--- src/rtl/controlador_de_interrupcao_if.sv ---
// Signal bundle between the control unit (master) and the interrupt controller (slave).
// The master drives events and handshakes; the slave returns the request and captured state.
interface controlador_de_interrupcao_if #(
    parameter int QUANTUM_WIDTH = 16
);
    logic                     diskDone;
    logic                     ioRequest;
    logic                     userMode;
    logic                     kernelMode;
    logic                     inta;
    logic                     clearIntr;
    logic                     setQuantum;
    logic [QUANTUM_WIDTH-1:0] quantumIn;
    logic [31:0]              pcIn;

    logic                     intr;
    logic [31:0]              intCode;
    logic [31:0]              intPc;
    logic [2:0]               pending;
    logic                     isUser;

    modport master (
        output diskDone, ioRequest, userMode, kernelMode, inta, clearIntr,
               setQuantum, quantumIn, pcIn,
        input  intr, intCode, intPc, pending, isUser
    );

    modport slave (
        input  diskDone, ioRequest, userMode, kernelMode, inta, clearIntr,
               setQuantum, quantumIn, pcIn,
        output intr, intCode, intPc, pending, isUser
    );
endinterface

--- src/rtl/controlador_de_interrupcao.sv ---
// Interrupt controller with sticky pending flags, fixed-priority arbitration
// (disk > io > quantum) and a user-mode quantum timer for preemption.
module controlador_de_interrupcao #(
    parameter int QUANTUM_WIDTH   = 16,
    parameter int DEFAULT_QUANTUM = 100
) (
    input  logic                         clock,
    input  logic                         rst,
    controlador_de_interrupcao_if.slave  bus
);

    typedef enum logic [1:0] {
        IDLE    = 2'd0,
        REQ     = 2'd1,
        SERVICE = 2'd2
    } state_t;

    localparam logic [QUANTUM_WIDTH-1:0] DEFAULT_Q = QUANTUM_WIDTH'(DEFAULT_QUANTUM);
    localparam logic [QUANTUM_WIDTH-1:0] ONE_Q     = QUANTUM_WIDTH'(1);

    state_t                   state_reg, state_next;
    logic [2:0]               pending_reg, pending_next;
    logic                     is_user_reg, is_user_next;
    logic [1:0]               int_code_reg, int_code_next;
    logic [31:0]              int_pc_reg, int_pc_next;
    logic [QUANTUM_WIDTH-1:0] quantum_reg, quantum_next;
    logic [QUANTUM_WIDTH-1:0] counter_reg, counter_next;

    logic                     accept;
    logic                     release_intr;
    logic [1:0]               accept_code;
    logic [2:0]               accept_mask;
    logic                     dec_en;
    logic                     expiry;
    logic [2:0]               set_vec;
    logic [2:0]               clr_vec;

    // Counter parked at zero never decrements, which is how quantum 0 disables expiry.
    assign dec_en = (state_reg == IDLE) && is_user_reg && (counter_reg != '0);
    assign expiry = dec_en && (counter_reg == ONE_Q);

    always_comb begin
        accept_code = 2'd0;
        accept_mask = 3'b000;
        if (pending_reg[1]) begin
            accept_code = 2'd2;
            accept_mask = 3'b010;
        end else if (pending_reg[2]) begin
            accept_code = 2'd3;
            accept_mask = 3'b100;
        end else if (pending_reg[0]) begin
            accept_code = 2'd1;
            accept_mask = 3'b001;
        end
    end

    always_comb begin
        state_next   = state_reg;
        accept       = 1'b0;
        release_intr = 1'b0;
        case (state_reg)
            IDLE: begin
                if (is_user_reg && (pending_reg != 3'b000)) begin
                    state_next = REQ;
                end
            end
            REQ: begin
                if (bus.inta) begin
                    accept     = 1'b1;
                    state_next = SERVICE;
                end
            end
            SERVICE: begin
                if (bus.clearIntr) begin
                    release_intr = 1'b1;
                    state_next   = IDLE;
                end
            end
            default: state_next = IDLE;
        endcase
    end

    // Set dominates clear so an event landing on its own acceptance edge survives.
    assign set_vec = {bus.ioRequest, bus.diskDone, expiry};
    assign clr_vec = accept ? accept_mask : 3'b000;

    generate
        for (genvar gi = 0; gi < 3; gi++) begin : g_pending
            assign pending_next[gi] = set_vec[gi] | (pending_reg[gi] & ~clr_vec[gi]);
        end
    endgenerate

    always_comb begin
        is_user_next = is_user_reg;
        if (accept) begin
            is_user_next = 1'b0;
        end else if (bus.userMode) begin
            is_user_next = 1'b1;
        end else if (bus.kernelMode) begin
            is_user_next = 1'b0;
        end
    end

    always_comb begin
        int_code_next = int_code_reg;
        int_pc_next   = int_pc_reg;
        if (accept) begin
            int_code_next = accept_code;
            int_pc_next   = bus.pcIn;
        end else if (release_intr) begin
            int_code_next = 2'd0;
        end
    end

    always_comb begin
        quantum_next = quantum_reg;
        counter_next = counter_reg;
        if (bus.setQuantum) begin
            quantum_next = bus.quantumIn;
            counter_next = bus.quantumIn;
        end else if (bus.userMode || expiry) begin
            counter_next = quantum_reg;
        end else if (dec_en) begin
            counter_next = counter_reg - ONE_Q;
        end
    end

    always_ff @(posedge clock) begin
        if (!rst) begin
            state_reg    <= IDLE;
            pending_reg  <= 3'b000;
            is_user_reg  <= 1'b0;
            int_code_reg <= 2'd0;
            int_pc_reg   <= 32'd0;
            quantum_reg  <= DEFAULT_Q;
            counter_reg  <= DEFAULT_Q;
        end else begin
            state_reg    <= state_next;
            pending_reg  <= pending_next;
            is_user_reg  <= is_user_next;
            int_code_reg <= int_code_next;
            int_pc_reg   <= int_pc_next;
            quantum_reg  <= quantum_next;
            counter_reg  <= counter_next;
        end
    end

    assign bus.intr    = (state_reg == REQ);
    assign bus.intCode = {30'd0, int_code_reg};
    assign bus.intPc   = int_pc_reg;
    assign bus.pending = pending_reg;
    assign bus.isUser  = is_user_reg;

endmodule

--- src/flat_wrapper.sv ---
// flat-port wrapper written by rule: the top's interface ports become plain ports
module controlador_de_interrupcao_flat 
#(
    parameter int QUANTUM_WIDTH   = 16,
    parameter int DEFAULT_QUANTUM = 100
)
  (clock, rst, bus_diskDone, bus_ioRequest, bus_userMode, bus_kernelMode, bus_inta, bus_clearIntr, bus_setQuantum, bus_quantumIn, bus_pcIn, bus_intr, bus_intCode, bus_intPc, bus_pending, bus_isUser);
  controlador_de_interrupcao_if #(.QUANTUM_WIDTH(QUANTUM_WIDTH)) bus_i ();
  input  logic clock;
  input  logic rst;
  input wire logic [$bits(bus_i.diskDone)-1:0] bus_diskDone;
  input wire logic [$bits(bus_i.ioRequest)-1:0] bus_ioRequest;
  input wire logic [$bits(bus_i.userMode)-1:0] bus_userMode;
  input wire logic [$bits(bus_i.kernelMode)-1:0] bus_kernelMode;
  input wire logic [$bits(bus_i.inta)-1:0] bus_inta;
  input wire logic [$bits(bus_i.clearIntr)-1:0] bus_clearIntr;
  input wire logic [$bits(bus_i.setQuantum)-1:0] bus_setQuantum;
  input wire logic [$bits(bus_i.quantumIn)-1:0] bus_quantumIn;
  input wire logic [$bits(bus_i.pcIn)-1:0] bus_pcIn;
  output wire logic [$bits(bus_i.intr)-1:0] bus_intr;
  output wire logic [$bits(bus_i.intCode)-1:0] bus_intCode;
  output wire logic [$bits(bus_i.intPc)-1:0] bus_intPc;
  output wire logic [$bits(bus_i.pending)-1:0] bus_pending;
  output wire logic [$bits(bus_i.isUser)-1:0] bus_isUser;
  assign bus_i.diskDone = bus_diskDone;
  assign bus_i.ioRequest = bus_ioRequest;
  assign bus_i.userMode = bus_userMode;
  assign bus_i.kernelMode = bus_kernelMode;
  assign bus_i.inta = bus_inta;
  assign bus_i.clearIntr = bus_clearIntr;
  assign bus_i.setQuantum = bus_setQuantum;
  assign bus_i.quantumIn = bus_quantumIn;
  assign bus_i.pcIn = bus_pcIn;
  assign bus_intr = bus_i.intr;
  assign bus_intCode = bus_i.intCode;
  assign bus_intPc = bus_i.intPc;
  assign bus_pending = bus_i.pending;
  assign bus_isUser = bus_i.isUser;
  controlador_de_interrupcao #(.QUANTUM_WIDTH(QUANTUM_WIDTH), .DEFAULT_QUANTUM(DEFAULT_QUANTUM)) u_core (.clock(clock), .rst(rst), .bus(bus_i));
endmodule
--- config.mk ---
export PLATFORM = sky130hd
export DESIGN_NAME = controlador_de_interrupcao_flat
export DESIGN_NICKNAME = d
export VERILOG_FILES = /design/src/rtl/controlador_de_interrupcao_if.sv /design/src/rtl/controlador_de_interrupcao.sv /design/src/flat_wrapper.sv
export SDC_FILE = /design/constraint.sdc
export NUM_CORES = 1
export LEC_CHECK = 0
export CAP_MARGIN = 10
export CELL_PAD_IN_SITES_DETAIL_PLACEMENT = 0
export CELL_PAD_IN_SITES_GLOBAL_PLACEMENT = 1
export CORE_ASPECT_RATIO = 0.8
export CORE_MARGIN = 4
export CORE_UTILIZATION = 29
export CTS_CLUSTER_DIAMETER = 150
export CTS_CLUSTER_SIZE = 30
export DETAILED_ROUTE_END_ITERATION = 7
export GPL_TIMING_DRIVEN = 0
export MAX_ROUTING_LAYER = met4
export PLACE_DENSITY_LB_ADDON = 0.1
export SLEW_MARGIN = 0
export SYNTH_ARGS = -nofsm -noshare
export SYNTH_HDL_FRONTEND = slang
export SYNTH_SLANG_ARGS = --single-unit
--- constraint.sdc ---
create_clock -name clock -period 2.09 [get_ports clock]
set_input_delay 0.5225 -clock clock [delete_from_list [all_inputs] [get_ports clock]]
set_output_delay 0.5225 -clock clock [all_outputs]
set_load 0.03 [all_outputs]
==> reports/qor_table.md, run 1 <==
| Quantity | This run |
|---|---|
| Number of buffers inserted by port buffering | 93 |
| Post-Layout Inst Area | 5170 um^2 |
| Starting Density | 0.297 |
| Number of maximum-capacitance violations | 0 |
| H-tree levels | 3 |
| Sum of overflow across all layers after global routing | 0 |
| Die Span Y | 105 um |
| TritonCTS clock tree | yes |
| Number of vias in the routed layout | 3405 |
| Clock latency at the later pin of the worst-skew pair | 0.34 ns |
| Worst Skew | 0.00451 ns |
| Count leader, synth | sky130_fd_sc_hd__nand2_1 |
| Post-Synthesis Mean Instance Area | 7.93 um^2 |
| Clock transition at the registers of the reported paths | 0.06 ns |
| Number of antenna-violating nets in the routed design | 0 |
| TritonRoute pass-1 iters | 4 |
| Fraction of the cycle the final worst path needs | 1.00 |
| Final setup violation count | 1 |
| Number of enable-type register cells in the synthesized netlist | 0 |
| Max-Slew Margin vs Limit | 0.601 |
| Failing checks | negative setup slack |
| Number of max-slew violations in the final report | 0 |
| Number of cells after detailed placement | 703 |
| Count of hold-fix buffers inserted at cts | 0 |
| Synth Instances | 433 |
| Largest register FFs | 32 |
| Via count of the first global-routing pass | 3256 |
| Maximum number of pins on one net before global-route repair | 14 |
| Most area-consuming cells after synthesis | sky130_fd_sc_hd__dfxtp_1 (42%), sky130_fd_sc_hd__nand2_1 (11%), sky130_fd_sc_hd__a21oi_1 (7.7%) |
| # nets final | 634 |
| Endpoint kind of the worst setup timing path | register |
| Area of combinational cells with multiple inputs | 1810 um^2 |
| Post-route setup slack | -0.00687 ns |
| Run status | finished, violations left |
| FMAX | 477 MHz |
| Reported leakage power | 1.98 nW |
| Worst supply voltage drop on vdd | 383 uV |
| Die ar. | 13700 um^2 |
| Crit Path Max Fanout | 3 |
| Post-detailed-routing wire length | 11100 um |
| Type of the most critical hold path | register to register |
| Startpoint kind of the worst setup timing path | register |
| Fill count | 1202 |
| Global-route wire length before repair | 17300 um |
| Most common library cells after synthesis | sky130_fd_sc_hd__nand2_1 (100), sky130_fd_sc_hd__dfxtp_1 (72), sky130_fd_sc_hd__a21oi_1 (53), sky130_fd_sc_hd__buf_4 (30), sky130_fd_sc_hd__clkbuf_1 (20) |
| Vias per Instance | 4.68 |
| Cell at the root of the clock tree | sky130_fd_sc_hd__clkbuf_16 |
| Worst endpoint required time | 2.32 ns |
| Period minus WS final | 2.10 ns |
| Fraction of layout cells with a size suffix above 1 | 0.157 |
| Total power density per cell area | 717 nW/um^2 |
| Syn-to-layout area delta | 50.7% |
| Worst path arrival time | 2.32 ns |
| Unrepaired setup endpoints after global routing | yes |
| Warnings, synthesis | 0 |
| Distinct cells, synth | 54 |
| DRC violation count after routing | 0 |
| Area share of the largest cell type after synthesis | 0.420 |
| Area of the mapped netlist | 3430 um^2 |
| Num CTS Buffers | 9 |
| Post-synth top area cell | sky130_fd_sc_hd__dfxtp_1 |
| Reg-to-reg setup timing slack | -0.007 ns |
| Main flop type after synthesis | sky130_fd_sc_hd__dfxtp_1 |
| Worst-case clock buffer depth | 2 |
| DRT iter0 DRCs | 209 |
| Initial antenna violation count | 0 |
| Async set-reset flop share out of synthesis | 0 |
| Core outline area | 11600 um^2 |
| HPWL after DPL | 8100 um |
| Routed wirelength normalized by instance count | 15.2 um |
| Top-level port count | 126 |
| Total inserted antenna cells | 0 |
| Site row count | 35 |
| Category of the most critical setup path | register to register |
| Register area share after synthesis | 0.420 |
| Seq cells post-synth | 72 |
| Placer's final routability congestion estimate | 0.889 |
| Total cell area at the placement stage | 4670 um^2 |
| Slew of the pin with the lowest slew margin | 0.598 ns |
| Final hold vios | 0 |
| CTS sink cnt | 72 |
| Overall die width | 130 um |
| Global router's overall resource usage | 0.167 |
| Cell Count, Final, Fillers Out | 727 |
| Area taken by flip-flops and latches | 1450 um^2 |
-- power breakdown --
group / internal, mW / switching (mW)
combinational: 0.305 / 0.359
sequential: 1.44 / 0.0670
clock: 0.921 / 0.622
total: 2.66 / 1.05
-- timing repair --
action                                  in CTS  in global routing
pin swaps                                    5                  9
resized for setup                           17                 22
setup buffers                                5                  4
endpoints found under the setup margin      26                 54
cloned                                       0                  1
-- layout make-up --
cell class,count,area share
buffer,55,0.0684
tap,148,0.0358
sequential,72,0.280
clock inverter,7,0.0140
timing repair buffer,103,0.199
inverter,10,0.00895
clock buffer,9,0.0435
multi-input combinational,323,0.350
-- final timing paths --
check | from | endpoint | cells after the start
worst max-delay path | u_core.counter_reg[0]$_SDFFE_PN0P_ | u_core.counter_reg[14]$_SDFFE_PN0P_ | 8
worst min-delay path | u_core.quantum_reg[6]$_SDFFE_PN1P_ | u_core.quantum_reg[6]$_SDFFE_PN1P_ | 2
worst max register to register | u_core.counter_reg[0]$_SDFFE_PN0P_ | u_core.counter_reg[14]$_SDFFE_PN0P_ | 8
worst min register to register | u_core.quantum_reg[6]$_SDFFE_PN1P_ | u_core.quantum_reg[6]$_SDFFE_PN1P_ | 2
-- layer usage --
metal	wire [um]	track usage	vias to the layer above	part of all wire
met5	0	-	-	0
met4	109	0.0445	0	0.0099
met3	751	0.0446	8	0.068
met2	4970	0.244	93	0.45
met1	5230	0.227	1575	0.47
li1	-	-	1729	-
-- critical path, cell delays in order, from the launching register on --
cell,delay [ns]
sky130_fd_sc_hd__dfxtp_4,0.36
sky130_fd_sc_hd__inv_4,0.07
sky130_fd_sc_hd__ha_4,0.13
sky130_fd_sc_hd__or4b_4,0.45
sky130_fd_sc_hd__or3_4,0.36
sky130_fd_sc_hd__buf_6,0.14
sky130_fd_sc_hd__nor3_4,0.14
sky130_fd_sc_hd__o21ai_1,0.09
sky130_fd_sc_hd__a32o_2,0.24
-- stage by stage --
step | setup slack, ns | TNS (ns) | hold slack [ns] | util | total power, mW
after floorplan | 0.0125 | 0 | 0.431 | - | 1.91
after global placement | -0.600 | -17.06 | 0.441 | 0.404 | 2.14
after detailed placement | -0.630 | -18.39 | 0.446 | 0.404 | 2.15
after CTS | -0.0468 | -0.0934 | 0.455 | 0.437 | 3.73
after global routing | -0.0882 | -0.114 | 0.472 | 0.448 | 3.88
final | -0.00687 | -0.00687 | 0.453 | 0.448 | 3.71
-- layout by cell type, fill, tap and decap left out, types with 10 or more instances in the layout --
| master | instances |
|---|---|
| sky130_fd_sc_hd__a21oi_1 | 52 |
| sky130_fd_sc_hd__clkbuf_1 | 14 |
| sky130_fd_sc_hd__nand3_1 | 10 |
| sky130_fd_sc_hd__nor2_1 | 15 |
| sky130_fd_sc_hd__nor3_1 | 12 |
| sky130_fd_sc_hd__conb_1 | 30 |
| sky130_fd_sc_hd__dfxtp_1 | 69 |
| sky130_fd_sc_hd__nand2_1 | 100 |
| sky130_fd_sc_hd__clkdlybuf4s50_1 | 91 |
| sky130_fd_sc_hd__buf_4 | 39 |
| sky130_fd_sc_hd__o21ai_0 | 13 |
| sky130_fd_sc_hd__clkbuf_16 | 10 |
-- cell families (layout without fill, tap and decap cells) --
| kind of cell | after synthesis | count (layout) | share of synthesized area |
|---|---|---|---|
| AO/OA/AOI/OAI | 107 | 107 | 0.194 |
| flip-flops | 72 | 72 | 0.420 |
| XOR/XNOR | 6 | 6 | 0.0153 |
| buffers and inverters | 67 | 184 | 0.109 |
| other | 1 | 30 | 0.00109 |
| multiplexers | 7 | 7 | 0.0208 |
| adder cells (fa/ha/maj) | 3 | 3 | 0.0109 |
| AND/OR/NAND/NOR | 170 | 170 | 0.230 |
No activity file was read; power rests on OpenSTA's default activity.
==> run 2: changes to the inputs <==
--- a/config.mk
+++ b/config.mk
@@ -21,3 +21,4 @@
 export SYNTH_ARGS = -nofsm -noshare
 export SYNTH_HDL_FRONTEND = slang
 export SYNTH_SLANG_ARGS = --single-unit
+export TNS_END_PERCENT = 100
==> results of run 2 <==
Final layout, timing and power as in run 1 (identical DEF).
==> run 3: changes to the inputs <==
--- a/config.mk
+++ b/config.mk
@@ -14,6 +14,7 @@
 export CTS_CLUSTER_DIAMETER = 150
 export CTS_CLUSTER_SIZE = 30
 export DETAILED_ROUTE_END_ITERATION = 7
+export GPL_ROUTABILITY_DRIVEN = 0
 export GPL_TIMING_DRIVEN = 0
 export MAX_ROUTING_LAYER = met4
 export PLACE_DENSITY_LB_ADDON = 0.1
==> constraint.sdc (replaced) <==
create_clock -name clock -period 1.7 [get_ports clock]
set_input_delay 0.425 -clock clock [delete_from_list [all_inputs] [get_ports clock]]
set_output_delay 0.425 -clock clock [all_outputs]
set_load 0.03 [all_outputs]
==> reports/qor_table.md, run 3 (same netlist as run 1, synthesis figures left out) <==
| Quantity | This run | vs previous |
|---|---|---|
| Number of cells after detailed placement | 703 | unchanged |
| Worst min-delay path endpoint | u_core.bus.intPc[23]$_SDFFE_PN0P_ | was u_core.quantum_reg[6]$_SDFFE_PN1P_ |
| Clock latency at the later pin of the worst-skew pair | 0.33 ns | was 0.34 ns |
| Initial antenna violation count | 0 | unchanged |
| Worst Skew | 0.00673 ns | was 0.00451 ns |
| CTS sink cnt | 72 | unchanged |
| Worst r2r path cells | 7 | was 8 |
| Worst-case clock buffer depth | 2 | unchanged |
| Worst R2R End | u_core.counter_reg[14]$_SDFFE_PN0P_ | unchanged |
| Launch instance of the worst register-to-register path | u_core.counter_reg[0]$_SDFFE_PN0P_ | unchanged |
| Reported leakage power | 2.39 nW | was 1.98 nW |
| Worst supply voltage drop on vdd | 456 uV | was 383 uV |
| TritonRoute pass-1 iters | 4 | unchanged |
| Global Route met2 Usage | 0.259 | was 0.244 |
| Period minus WS final | 2.08 ns | was 2.10 ns |
| Number of maximum-capacitance violations | 0 | unchanged |
| Number of buffers inserted by port buffering | 93 | unchanged |
| Slew of the pin with the lowest slew margin | 0.817 ns | was 0.598 ns |
| Final hold vios | 0 | unchanged |
| Startpoint kind of the worst setup timing path | register | unchanged |
| Die Span Y | 105 um | unchanged |
| HPWL after DPL | 8040 um | was 8100 um |
| Fraction of the cycle the final worst path needs | 1.22 | was 1.00 |
| Syn-to-layout area delta | 65.5% | was 50.7% |
| Run status | finished, violations left | unchanged |
| CP cell instances | inv_4 > ha_4 > or4b_4 > or3_4 > or4_4 > o211ai_2 > a32o_2 | was inv_4 > ha_4 > or4b_4 > or3_4 > buf_6 > nor3_4 > o21ai_1 > a32o_2 |
| Worst Min Path Start | u_core.bus.intPc[23]$_SDFFE_PN0P_ | was u_core.quantum_reg[6]$_SDFFE_PN1P_ |
| Number of max-slew violations in the final report | 0 | unchanged |
| Crit Path Max Fanout | 4 | was 3 |
| Fill count | 1136 | was 1202 |
| Worst path top cell family by delay | simple AND/OR/NAND/NOR gates | unchanged |
| PnR Total Power | 4.65 mW | was 3.71 mW |
| DRC violation count after routing | 0 | unchanged |
| Cell with the largest stage delay on the worst path | sky130_fd_sc_hd__or4b_4 | unchanged |
| Category of the most critical setup path | register to register | unchanged |
| Total cell area at the placement stage | 4720 um^2 | was 4670 um^2 |
| DRT iter0 DRCs | 170 | was 209 |
| Global-route wire length before repair | 18100 um | was 17300 um |
| Sum of overflow across all layers after global routing | 0 | unchanged |
| H-tree levels | 3 | unchanged |
| Max-Slew Margin vs Limit | 0.455 | was 0.601 |
| Cell Count, Final, Fillers Out | 754 | was 727 |
| TritonCTS clock tree | yes | unchanged |
| Hold path cells | 2 | unchanged |
| FMAX | 481 MHz | was 477 MHz |
| Worst path arrival time | 2.36 ns | was 2.32 ns |
| Worst slack at placement | -0.844 ns | was -0.630 ns |
| Failing checks | negative setup slack | unchanged |
| Endpoint kind of the worst setup timing path | register | unchanged |
| # nets final | 661 | was 634 |
| Met1 usage in global routing | 0.236 | was 0.227 |
| Overall die width | 130 um | unchanged |
| Total inserted antenna cells | 0 | unchanged |
| Critical path buffer and inverter count | 1 | was 2 |
| Cell at the root of the clock tree | sky130_fd_sc_hd__clkbuf_16 | unchanged |
| Global router's overall resource usage | 0.174 | was 0.167 |
| Core outline area | 11600 um^2 | unchanged |
| Reg-to-reg setup timing slack | -0.38 ns | was -0.007 ns |
| Die ar. | 13700 um^2 | unchanged |
| Total power density per cell area | 817 nW/um^2 | was 717 nW/um^2 |
| Worst endpoint required time | 1.98 ns | was 2.32 ns |
| Num CTS Buffers | 9 | unchanged |
| Number of antenna-violating nets in the routed design | 0 | unchanged |
| Post-Layout Inst Area | 5690 um^2 | was 5170 um^2 |
| Leading cell types in the layout, fill and taps excluded | sky130_fd_sc_hd__nand2_1 (97), sky130_fd_sc_hd__dfxtp_1 (63), sky130_fd_sc_hd__buf_4 (55), sky130_fd_sc_hd__clkdlybuf4s50_1 (54), sky130_fd_sc_hd__a21oi_1 (52) | was sky130_fd_sc_hd__nand2_1 (100), sky130_fd_sc_hd__clkdlybuf4s50_1 (91), sky130_fd_sc_hd__dfxtp_1 (69), sky130_fd_sc_hd__a21oi_1 (52), sky130_fd_sc_hd__buf_4 (39) |
| Final setup violation count | 16 | was 1 |
| Clock transition at the registers of the reported paths | 0.06 ns | about the same |
| Post-detailed-routing wire length | 11800 um | was 11100 um |
| Largest incremental delay on the critical path | 0.47 ns | was 0.45 ns |
| Site row count | 35 | unchanged |
| Maximum number of pins on one net before global-route repair | 15 | was 14 |
| GRT met3 Usage | 0.0410 | was 0.0446 |
| Largest register FFs | 32 | unchanged |
| Commonest non-fill, non-tap cell in the layout | sky130_fd_sc_hd__nand2_1 | unchanged |
| Post-route setup slack | -0.378 ns | was -0.00687 ns |
| Starting Density | 0.297 | unchanged |
| Number of vias in the routed layout | 3512 | was 3405 |
| Type of the most critical hold path | register to register | unchanged |
| Routed wirelength normalized by instance count | 15.7 um | was 15.2 um |
| Grt peak-use layer | met2 | unchanged |
| Unrepaired setup endpoints after global routing | yes | unchanged |
| Fraction of layout cells with a size suffix above 1 | 0.289 | was 0.157 |
| Top-level port count | 126 | unchanged |
| Vias per Instance | 4.66 | was 4.68 |
| Via count of the first global-routing pass | 3408 | was 3256 |
[run 3: how the worst max path moves through the flow]
| stage | end | depth (start not counted) | slack [ns] | from |
|---|---|---|---|---|
| after CTS | u_core.counter_reg[14]$_SDFFE_PN0P_ | 7 | -0.37 | u_core.counter_reg[0]$_SDFFE_PN0P_ |
| after floorplan | u_core.counter_reg[14]$_SDFFE_PN0P_ | 7 | -0.37 | u_core.counter_reg[0]$_SDFFE_PN0P_ |
| after global routing | u_core.counter_reg[14]$_SDFFE_PN0P_ | 7 | -0.43 | u_core.counter_reg[0]$_SDFFE_PN0P_ |
| after detailed placement | u_core.counter_reg[9]$_SDFFE_PN0P_ | 5 | -0.84 | bus_setQuantum |
| after global placement | u_core.counter_reg[9]$_SDFFE_PN0P_ | 5 | -0.82 | bus_setQuantum |
| final | u_core.counter_reg[14]$_SDFFE_PN0P_ | 7 | -0.38 | u_core.counter_reg[0]$_SDFFE_PN0P_ |
[run 3: layer usage]
layer	part of all wire	vias to the layer above
met5	0	-
met4	0.0082	0
li1	-	1778
met2	0.46	103
met3	0.062	6
met1	0.47	1625
[run 3: cell type report]
cell class,instances,area (um^2),area share
Sequential cell,72,1460,0.257
Tap cell,148,185,0.0326
Clock buffer,9,225,0.0396
Clock inverter,7,52.6,0.00924
Multi-Input combinational cell,323,2100,0.369
Timing Repair Buffer,131,1230,0.217
Buffer,54,383,0.0673
Inverter,10,47.5,0.00836
[run 3: power breakdown]
part	internal [mW]	total, mW	leakage, nW	switching [mW]
logic	0.480	1.01	1.66	0.527
clock network	1.00	1.78	0.137	0.782
registers	1.77	1.85	0.593	0.0868
total	3.25	4.65	2.39	1.40
[run 3: timing repair]
action	CTS	global route
setup buffers	31	7
gates resized for setup	113	51
hold buffers	0	0
endpoints found under the setup margin	97	58
pin swaps	21	10
cloned	3	0
[run 3: tightest hold or removal path, cell delays in order (launching register included)]
cell and delay (ns):
sky130_fd_sc_hd__dfxtp_1 0.31, sky130_fd_sc_hd__nand2_1 0.05, sky130_fd_sc_hd__a21oi_1 0.05
[run 3: stage by stage]
step | util | hold WS [ns] | setup TNS, ns
finish | 0.492 | 0.451 | -3.03
global route | 0.492 | 0.468 | -4.09
CTS | 0.477 | 0.452 | -3.14
detailed placement | 0.408 | 0.446 | -35.86
global placement | 0.408 | 0.442 | -36.20
floorplan | - | 0.431 | -1.57
==> patch (settings of run 2) <==
The 3 states of `state_t` get a one-hot encoding in 3 bits.
--- a/src/rtl/controlador_de_interrupcao.sv
+++ b/src/rtl/controlador_de_interrupcao.sv
@@ -9,10 +9,10 @@
     controlador_de_interrupcao_if.slave  bus
 );
 
-    typedef enum logic [1:0] {
-        IDLE    = 2'd0,
-        REQ     = 2'd1,
-        SERVICE = 2'd2
+    typedef enum logic [2:0] {
+        IDLE    = 3'b001,
+        REQ     = 3'b010,
+        SERVICE = 3'b100
     } state_t;
 
     localparam logic [QUANTUM_WIDTH-1:0] DEFAULT_Q = QUANTUM_WIDTH'(DEFAULT_QUANTUM);
Function: no difference found for any inputs over 10 cycles, from zero or initial values and one cycle with rst low; not proved beyond that.
==> patch against run 2 <==
Count of clock-buffer cells in the layout is 1 higher. Total power is 4.8% lower. Synthesized cell count is 3.5% higher. Synthesized area is 2.4% higher. Cell area is 1.5% higher. Sequential cell count is 1 higher. Sequential share of layout area is 0.091 points lower. Routed wire length is 3.7% higher. Setup slack better by 0.015 ns.
==> patch: results (changes against run 2) <==
CP Launch Type=flip-flop (unchanged); CP endpoint kind=flip-flop (unchanged); Placer Congestion=0.8261 (was 0.8888); largest net degree at the start of global routing=13 (was 14); Global Route met2 Usage=0.2541 (was 0.2443); synth top area cells=dfxtp_1 42%, nand2_1 10%, a21oi_1 7.5%, buf_4 6.6%, mux2i_1 3.1% (was dfxtp_1 42%, nand2_1 11%, a21oi_1 7.7%, buf_4 6.6%, clkbuf_1 2.2%); Worst path top cell family by delay=simple AND/OR/NAND/NOR gates (unchanged); # diodes=0 (unchanged); WHS=0.4534 ns (was 0.4528 ns); Post-synth top cells=95 x nand2_1, 73 x dfxtp_1, 53 x a21oi_1 (was 100 x nand2_1, 72 x dfxtp_1, 53 x a21oi_1); max reg flops=32 (unchanged); Yosys cell types=53 (was 54); status=complete, no violations (was finished with violations); TritonRoute pass-1 iters=5 (was 4); Worst Reg-to-Reg Cells=7 (was 8); WL final=11480 um (was 11060 um); # H-tree levels=3 (unchanged); initial antenna violation count=0 (unchanged); Least-Margin Pin Slew=0.6811 ns (was 0.5982 ns); Total GRT Usage=0.1676 (was 0.1665); metal3 WL=672 um (was 751 um); Worst R2R End=u_core.counter_reg[14]$_SDFFE_PN0P_ (unchanged); ys async rst share=0 (unchanged); P_leak=0.002002 uW (was 0.001981 uW); clock root buffer=clkbuf_16 (unchanged); vias in the first global route=3481 (was 3256); GR Util met1=0.2260 (was 0.2267); R2R setup slack=0.008 ns (was -0.007 ns); DR top layer=met4 (unchanged); Routed met1 length=5607 um (was 5229 um); Fill cells=1163 (was 1202); Critical R2R Launch=u_core.counter_reg[0]$_SDFFE_PN0P_ (unchanged); Clock transition at path regs=0.06 ns (about the same); Hold WC Path Type=reg2reg (unchanged); critical path data arrival time=2.29 ns (was 2.32 ns); worst hold endpoint=u_core.bus.intPc[3]$_SDFFE_PN0P_ (was u_core.quantum_reg[6]$_SDFFE_PN1P_); VDD IR-drop max=378.3 uV (was 383.4 uV); slowest stage delay, CP=0.48 ns (was 0.45 ns); cts bufs inserted=9 (unchanged); Setup Skew=0.008362 ns (was 0.004507 ns); placed wire-length estimate=8222 um (was 8096 um); crit-path max FO=5 (was 3); hold wc startpoint=u_core.bus.intPc[3]$_SDFFE_PN0P_ (was u_core.quantum_reg[6]$_SDFFE_PN1P_); synth warn=0 (unchanged); Layout Nets=653 (was 634); Initial DRC Count=238 (was 209); Hold Path Stages=2 (unchanged); share of layout cells above drive strength 1=0.1575 (was 0.1572); global-route wire length before repair=18310 um (was 17300 um); CTS Buffer Depth=2 (unchanged); post-synthesis sequential area ratio=0.4154 (was 0.4197); slowest stage cell on the critical path=or4b_4 (unchanged); I/O Buffers=93 (unchanged); Synth Flop Type=dfxtp_1 (unchanged); vias per cell=4.797 (was 4.684); Worst-Skew Late Latency=around 0.33 ns; DR WL met2=5051 um (was 4973 um); met3 usage=0.04305 (was 0.04458)
[patch: cell count changes in the layout (fill, tap and decap cells not counted), sizes merged, moves of 4 or more]
cell    change
mux2i       +5
nand2       -5
clkbuf      +6
o32ai       +4
nor2       +11
nand3       +7
or3         +4
o221ai      -6
o21ai       -4
o211ai      +4
[patch: logic make-up (layout without fill, tap and decap cells)]
group                      after synthesis  in the layout  synth area share
and+or+nand+nor                        183            183            0.2365
AOI/OAI and AO/OA                      104            104            0.1846
DFF                                     73             73            0.4154
buffers and inverters                   67            187            0.1056
muxes                                   11             11           0.03130
xor gates and xnor gates                 6              6           0.01494
adders and majority gates                3              3           0.01067
other                                    1             30          0.001066
[patch: area by class of cell]
cell class,instances,area (um^2),share of cell area
tap,148,185.2,0.03527
timing repair buffer,106,1041,0.1983
sequential,73,1466,0.2793
clock buffer,10,239.0,0.04552
buffer,57,350.3,0.06673
multi-input combinational,337,1896,0.3611
inverter,9,40.04,0.007626
clock inverter,5,32.53,0.006196
[patch: repair_timing]
item | 4_1_cts | 5_1_grt
endpoints found under the setup margin | 34 | 45
gates resized for setup | 18 | 24
pin swaps | 1 | 2
cloned | 0 | 0
setup buffers | 6 | 7
[patch: stage by stage]
step | std cells | cell area, um^2 | setup slack (ns) | setup TNS, ns
floorplan | 477 | 3627 | 0.008340 | 0
global placement | 718 | 4743 | -0.5414 | -16.84
detailed placement | 718 | 4743 | -0.5359 | -18.08
CTS | 739 | 5142 | 0.0009193 | 0
global route | 745 | 5250 | -0.1176 | -0.2514
finish | 745 | 5250 | 0.008159 | 0
[patch: where the power goes]
part	internal (uW)	switching, uW
logic	281	313
clock network	825	607
registers	1450	62.8
total	2550	982
